===== src/rtl/srff_pkg.sv =====
// Shared types and constants for the SR flip-flop command driver.
package srff_pkg;

    // Controller states: idle, set pulse, reset pulse, guard interval.
    typedef enum logic [1:0] {
        ST_IDLE = 2'd0,
        ST_SET  = 2'd1,
        ST_RST  = 2'd2,
        ST_GAP  = 2'd3
    } state_t;

    localparam int unsigned PULSE_W_DEF = 2;
    localparam int unsigned GAP_W_DEF   = 4;

    // The guard must outlast the two-flop feedback synchronizer plus one compare edge.
    localparam int unsigned MIN_GAP_W   = 3;

    // Larger of two widths; used to size the shared pulse/guard counter.
    function automatic int unsigned max_u(input int unsigned a, input int unsigned b);
        return (a > b) ? a : b;
    endfunction

endpackage


===== src/rtl/srff_driver_sync2.sv =====
// Two-flop synchronizer for a single asynchronous level.
module srff_driver_sync2 #(
    parameter bit RST_VAL = 1'b0
) (
    input  logic clk,
    input  logic rst_n,
    input  logic d,
    output logic q
);

    logic meta;

    // Two back-to-back flops; both reset to the expected idle level.
    always_ff @(posedge clk or negedge rst_n) begin
        if (!rst_n) begin
            meta <= RST_VAL;
            q    <= RST_VAL;
        end else begin
            meta <= d;
            q    <= meta;
        end
    end

endmodule


===== src/rtl/srff_driver.sv =====
// Command-side driver for a level-sensitive SR flip-flop: converts level
// requests into single fixed-width set/reset pulses with a guard interval,
// and checks the flop's readback at the end of each guard.
module srff_driver
    import srff_pkg::*;
#(
    parameter int unsigned PULSE_W = PULSE_W_DEF,
    parameter int unsigned GAP_W   = GAP_W_DEF,
    parameter bit          INIT_Q  = 1'b0
) (
    input  logic clk,
    input  logic rst_n,
    input  logic req_valid,
    input  logic req_level,
    input  logic req_force,
    output logic req_ready,
    output logic s,
    output logic r,
    input  logic q_fb,
    output logic q_pred,
    output logic busy,
    output logic err,
    input  logic err_clr
);

    localparam int unsigned CNT_MAX = max_u(PULSE_W, GAP_W);
    localparam int unsigned CNT_W   = (CNT_MAX > 1) ? $clog2(CNT_MAX) : 1;

    // Reject parameter sets that would break pulse shape or feedback timing.
    if (PULSE_W < 1) begin : g_pulse_w_chk
        $error("srff_driver: PULSE_W must be >= 1");
    end
    if (GAP_W < MIN_GAP_W) begin : g_gap_w_chk
        $error("srff_driver: GAP_W must be >= MIN_GAP_W");
    end

    state_t             state;
    logic [CNT_W-1:0]   cnt;
    logic               q_sync;
    logic               accept_c;
    logic               pulse_c;
    logic               cnt_zero_c;
    logic               gap_exit_c;
    logic               mismatch_c;

    // Feedback from the flop is asynchronous; bring it into the clk domain.
    srff_driver_sync2 #(
        .RST_VAL (INIT_Q)
    ) u_sync_q (
        .clk   (clk),
        .rst_n (rst_n),
        .d     (q_fb),
        .q     (q_sync)
    );

    // Request decode: a pulse is needed on a level change or when forced.
    always_comb begin
        accept_c   = req_valid & req_ready;
        pulse_c    = (req_level != q_pred) | req_force;
        cnt_zero_c = (cnt == '0);
        gap_exit_c = (state == ST_GAP) & cnt_zero_c;
        mismatch_c = gap_exit_c & (q_sync != q_pred);
    end

    // Controller: state, shared counter and all registered drive outputs.
    always_ff @(posedge clk or negedge rst_n) begin
        if (!rst_n) begin
            state     <= ST_IDLE;
            cnt       <= '0;
            s         <= 1'b0;
            r         <= 1'b0;
            q_pred    <= INIT_Q;
            busy      <= 1'b0;
            req_ready <= 1'b1;
        end else begin
            case (state)
                ST_IDLE: begin
                    if (accept_c && pulse_c) begin
                        state     <= req_level ? ST_SET : ST_RST;
                        cnt       <= CNT_W'(PULSE_W - 1);
                        q_pred    <= req_level;
                        s         <= req_level;
                        r         <= ~req_level;
                        busy      <= 1'b1;
                        req_ready <= 1'b0;
                    end
                end
                ST_SET, ST_RST: begin
                    if (cnt_zero_c) begin
                        state <= ST_GAP;
                        cnt   <= CNT_W'(GAP_W - 1);
                        s     <= 1'b0;
                        r     <= 1'b0;
                    end else begin
                        cnt <= cnt - CNT_W'(1);
                    end
                end
                ST_GAP: begin
                    if (cnt_zero_c) begin
                        state     <= ST_IDLE;
                        busy      <= 1'b0;
                        req_ready <= 1'b1;
                    end else begin
                        cnt <= cnt - CNT_W'(1);
                    end
                end
                default: begin
                    state     <= ST_IDLE;
                    cnt       <= '0;
                    s         <= 1'b0;
                    r         <= 1'b0;
                    busy      <= 1'b0;
                    req_ready <= 1'b1;
                end
            endcase
        end
    end

    // Sticky mismatch flag; a new mismatch takes priority over a clear.
    always_ff @(posedge clk or negedge rst_n) begin
        if (!rst_n) begin
            err <= 1'b0;
        end else if (mismatch_c) begin
            err <= 1'b1;
        end else if (err_clr) begin
            err <= 1'b0;
        end
    end

endmodule

===== config.mk =====
export PLATFORM = sky130hd
export DESIGN_NAME = srff_driver
export DESIGN_NICKNAME = d
export VERILOG_FILES = /design/src/rtl/srff_pkg.sv /design/src/rtl/srff_driver_sync2.sv /design/src/rtl/srff_driver.sv
export SDC_FILE = /design/constraint.sdc
export NUM_CORES = 1
export LEC_CHECK = 0
export CAP_MARGIN = 20
export CORE_UTILIZATION = 49
export DETAILED_ROUTE_END_ITERATION = 16
export PLACE_DENSITY = 0.76
export SYNTH_ARGS = -nofsm -noshare
export SYNTH_HDL_FRONTEND = slang
export SYNTH_HIERARCHICAL = 1
export SYNTH_SLANG_ARGS = --single-unit

===== constraint.sdc =====
create_clock -name clk -period 1.9 [get_ports clk]
set_clock_uncertainty 0.15 [all_clocks]
set_input_delay 0.57 -clock clk [delete_from_list [all_inputs] [get_ports clk]]
set_output_delay 0.57 -clock clk [all_outputs]
set_load 0.005 [all_outputs]

# Word-level counts from Yosys, hierarchy flattened
# Index checks and enable logic that the tools add are counted.
op_classes:
  n_addsub: 1
  n_eq_ne: 9
  mux: 21
  n_bitwise: 5
  n_reduce_logical: 12
ops:
  columns: ["operator", "count"]
  rows:
  - ["$mux 2", 7]
  - ["$pmux 2 s3", 2]
  - ["$reduce_and 3->1", 3]
  - ["$mux 1", 8]
  - ["$ne 2x2->1 const B", 4]
  - ["$pmux 1 s2", 4]
  - ["$reduce_bool 2->1", 3]
  - ["$eq 2x2->1 const B", 2]
  - ["$logic_not 2->1", 2]
  - ["$reduce_and 2->1", 2]
  - ["$and 1x1->1", 3]
  - ["$eq 2x1->1 const B", 1]
  - ["$ne 1x1->1", 2]
  - ["$reduce_or 2->1", 1]
  - ["$sub 2x1->2 const B", 1]
  - ["$logic_and 1x1->1", 1]
  - ["$not 1->1", 1]
  - ["$or 1x1->1", 1]
totals:
  regBits: 12
  inputBits: 7
  output_inout_bits: 6
  word_cells: 58

# Longest topological paths before layout
# Gate-level depths: netlist (run 1).
logic_depth:
  word_depth: 5
  mapped_depth: 6
  ltp_nobuf: 5

# By module
# The synthesis (run 1) kept the hierarchy.
by_module_without_submodules:
  columns: ["mod", "instances", "cells_per_inst", "area_per_inst_um2", "seq_area_each_um2"]
  rows:
  - ["srff_driver", 1, 67, 653.1, 251.5]
  - ["srff_driver_sync2", 1, 2, 50.0, 50.0]

# Least setup slack after synthesis (run 1)
# No wires, ideal clock.
synth_timing:
  kind: "register -> register"
  startpoint: "register state[1]"
  endpoint: "register r"
  setup_time_ns: 0.101
  t_arrival_ns: 1.443
  t_required_ns: 1.649
  path_slack_ns: 0.206
  path_stages_with_launch: 7
  n_path_buf: 1
  synth_period_minus_slack_ns: 1.694
  cell_sequence: "dfrtp_1 inv_1 ha_1 clkbuf_1 mux2_2 o311a_2 o32ai_1"
synth_via:
  elab_chain_cells: 4
  word_cells_on_any_way: 9
  cone_classes: "eq/ne: 4; mux: 1; reduce/logical: 4"
synth_rtl:
  columns: ["item", "line", "rtl"]
  rows:
  - ["start, declared", "srff_driver.sv:37", "state_t state;"]
  - ["start signal, assigned", "srff_driver.sv:79", "state <= req_level ? ST_SET : ST_RST;"]
  - ["$eq 2x1->1 / $eq 2x2->1 (equally long branches)", "srff_driver.sv:76", "case (state)"]
  - ["$reduce_or 2->1", "srff_driver.sv:76", null]
  - ["$ne 2x2->1 (no source line) / $reduce_bool 2->1 (equally long branches)", null, null]
  - ["$reduce_and 3->1 (no source line)", null, null]
  - ["end signal, assigned", "srff_driver.sv:83", "r <= ~req_level;"]
  - ["end, declared", "srff_driver.sv:18", "output logic r,"]
# Several ways; a longest one is shown, not always the timed one.
# A chain may end at the register's enable or synchronous reset.

# Worst setup path in the final report (run 1)
layout_timing:
  startpoint: "register s"
  endpoint: "output port s"
layout_lines:
  columns: ["item", "line", "rtl"]
  rows:
  - ["start, declared", "srff_driver.sv:17", "output logic s,"]
  - ["start signal, assigned", "srff_driver.sv:82", "s <= req_level;"]
# No word-level cell between the ends.

==> flow_metrics.py, run 1 <==
metrics = {
    "synthesis": {
        "synth_seq_area_share_pct": 42.88,
        "syn-num-nets": 79,
        "synth_area_um2": 703.2,
        "synth_area_leader_cell": "dfrtp_1",
        "async_flop_share_pct": 100.0,
        "ys_top_cells_by_area": "dfrtp_1 39%, inv_1 5.9%, ha_1 5.3%, dfstp_2 3.7%, o21ai_0 2.8%",
        "avgSynthCellArea_um2": 10.19,
        "yosysUniqueCellTypes": 37,
        "synth_top_area_share_pct": 39.15,
        "yosysWarnings": 6,
        "synth_edf_count": 0,
        "synth_common_cells": "11 x dfrtp_1, 11 x inv_1, 4 x o21ai_0",
        "ys_ff_latch": 12,
        "synth_top_flop_cell": "dfrtp_1",
        "syn_inst": 69,
    },
    "timing": {
        "fin_hold_ws_ps": 203.5,
        "fmax_ghz": 0.5376,
        "relSlewSlack_pct": 80.01,
        "timing.final.crit_period_ps": 1860,
        "worstMarginPinSlew_ps": 299.6,
        "setup_ws_ps": 40.05,
        "rsz0062_at_grt": "false",
        "final_hold_viol_count": 0,
        "finalSetupViolations": 0,
        "finalMaxSlewViolations": 0,
        "min_period_over_period_pct": 97.89,
    },
    "final_layout": {
        "antennaDiodeCount": 0,
        "nets": 100,
        "fin_util_pct": 69.99,
        "seq_area_um2": 301.5,
        "multi_input_area_um2": 355.3,
        "nFillCells": 95,
        "drive_gt1_share_pct": 23.60,
        "area_delta_synth_final_pct": 31.14,
        "top_regs": "cnt (2), state (2)",
    },
    "worst_setup_path": {
        "path_class": "flip-flop to primary output",
        "cp_slowest_cell": "clkdlybuf4s50_1",
        "r2r_cells": 5,
        "cp_max_fo": 2,
        "crit_path_end_kind": "primary output",
        "cp_slowest_stage_delay_ps": 510,
        "cp.required_ps": 1180,
        "r2r-start": "state[1]$_DFFE_PN0P_",
        "path_buf_inv": 1,
        "rrSetupSlack_ps": 160,
        "crit_family": "buffers and inverters",
        "r2r-end": "r$_DFFE_PN0P_",
        "start_kind": "flip-flop",
        "path_cells": "clkdlybuf4s50_1",
        "crit_arrival_ps": 1140,
    },
    "routing": {
        "drc_errors": 0,
        "firstDrtPassIters": 4,
        "routed_wl_um": 1438,
        "vias": 592,
        "ant_nets": 0,
        "drtIter0Drc": 19,
        "drt-vias-per-instance": 5.692,
        "wl_per_cell_um": 13.83,
    },
    "global_routing": {
        "grt_pass1_wl_um": 2228,
        "antenna_found_initial": 0,
        "grt_pass1_vias": 504,
        "grt_max_degree": 13,
        "gr-total-overflow": 0,
        "grtUsageTotal_pct": 21.28,
    },
    "die": {
        "rows": 13,
        "io_pins": 13,
        "die_width_um": 39.88,
        "core_mm2": 0.001318,
        "dieHeight_um": 39.88,
        "fp.dieArea_mm2": 0.001590,
        "initial_core_util_pct": 53.37,
    },
    "clock_tree": {
        "cts_made_buffers": 3,
        "clk_latency_ps": 270,
        "htree_num_levels": 1,
        "clock_sinks": 12,
        "root_buffer": "clkbuf_4",
        "clk_pin_slew_ps": 90,
        "cts_tree": "yes",
        "holdBufCountCts": 0,
        "clockBufferDepth": 2,
    },
    "power": {
        "p_per_area_mw_per_mm2": 1700,
        "total_power_mw": 1.568,
        "leakagePower_nw": 0.4259,
        "vdd_drop_max_v": 0.001169,
    },
    "placed_design": {
        "place_ws_ps": -227.1,
        "place_congestion": 0.7704,
        "hpwl_um": 1036,
        "io_buffers": 12,
    },
    "status": {
        "status": "finished clean",
    },
    "worst_hold_path": {
        "min_from": "u_sync_q/meta$_DFF_PN0_",
        "worstHoldPathCells": 0,
        "hold_path.class": "flip-flop to flip-flop",
        "min_to": "u_sync_q/q$_DFF_PN0_",
    },
    "job": {
        "drv_cap": 0,
    },
}
==> report_power, final <==
group / switching [mW] / internal, mW
registers: 0.0519 / 0.362
clock network: 0.0954 / 0.116
logic: 0.457 / 0.485
==> how the worst max path moves through the flow <==
stage,startpoint,end,slack (ps),depth (start not counted)
global placement,req_level,q_pred$_DFFE_PN0P_,-200,4
floorplan,state[1]$_DFFE_PN0P_,r$_DFFE_PN0P_,210,6
finish,s$_DFFE_PN0P_,s,40,1
CTS,busy$_DFFE_PN0P_,busy,20,1
detailed placement,req_level,q_pred$_DFFE_PN0P_,-230,4
global route,req_level,q_pred$_DFFE_PN0P_,4,4
==> cells by family (layout without fill, tap and decap cells) <==
group	Yosys count	in the layout	synth area share (%)
xor+xnor	2	2	3.560
compound gates	22	22	25.27
flops	12	12	42.88
simple gates	14	14	10.68
buf+inv	13	33	7.116
fa+ha+maj	3	3	5.339
mux	3	3	5.159
==> worst register-to-register path, cell delays in order, from the launching register on <==
cell,delay (ps)
dfrtp_1,380
inv_1,60
ha_1,430
mux2_2,370
o311a_2,120
o32ai_1,120
==> cells in the final DEF, fill, tap and decap left out, types with 2 or more instances in the layout <==
master | netlist | routed
clkdlybuf4s50_1 | 0 | 9
buf_4 | 0 | 6
ha_1 | 3 | 3
o311ai_1 | 2 | 2
nor2_1 | 3 | 3
and2_1 | 2 | 2
o32ai_1 | 2 | 2
inv_1 | 11 | 11
nand2_1 | 2 | 2
clkbuf_4 | 0 | 3
o2111ai_1 | 2 | 2
o21ai_0 | 4 | 4
dlymetal6s2s_1 | 0 | 2
dfrtp_1 | 11 | 11
==> area by class of cell <==
class / instances / area share (%)
Clock buffer: 4 / 3.935
Inverter: 11 / 4.478
Multi-Input combinational cell: 44 / 38.53
Sequential cell: 12 / 32.70
Tap cell: 15 / 2.035
Timing Repair Buffer: 18 / 18.32
==> metrics by stage <==
stage	cell area, µm²	TNS [ps]	cells
floorplan	703.2	0	69
CTS	913.4	0	104
detailed placement	870.8	-1131	99
finish	922.1	0	104
global route	922.1	0	104
global placement	870.8	-969.1	99
==> metal layers <==
metal  vias up  global-route usage [%]  wire length, µm
met2        30                   29.84              617
met3         4                   5.114              100
met5         -                       0                0
met1       272                   30.77              698
met4         0                   7.759               21
li1        286                       -                -
==> timing repair <==
item,4_1_cts,5_1_grt
pin swaps,0,0
resized for setup,1,3
setup endpoints to repair,1,3
setup buffers,1,0
(Power assumes the default switching activity.)
==> run 2, diff against run 1 <==
Settings changed: CTS_CLUSTER_DIAMETER set to 80.
==> results of run 2 <==
No change in the layout: final DEF, timing and power equal those of run 1.
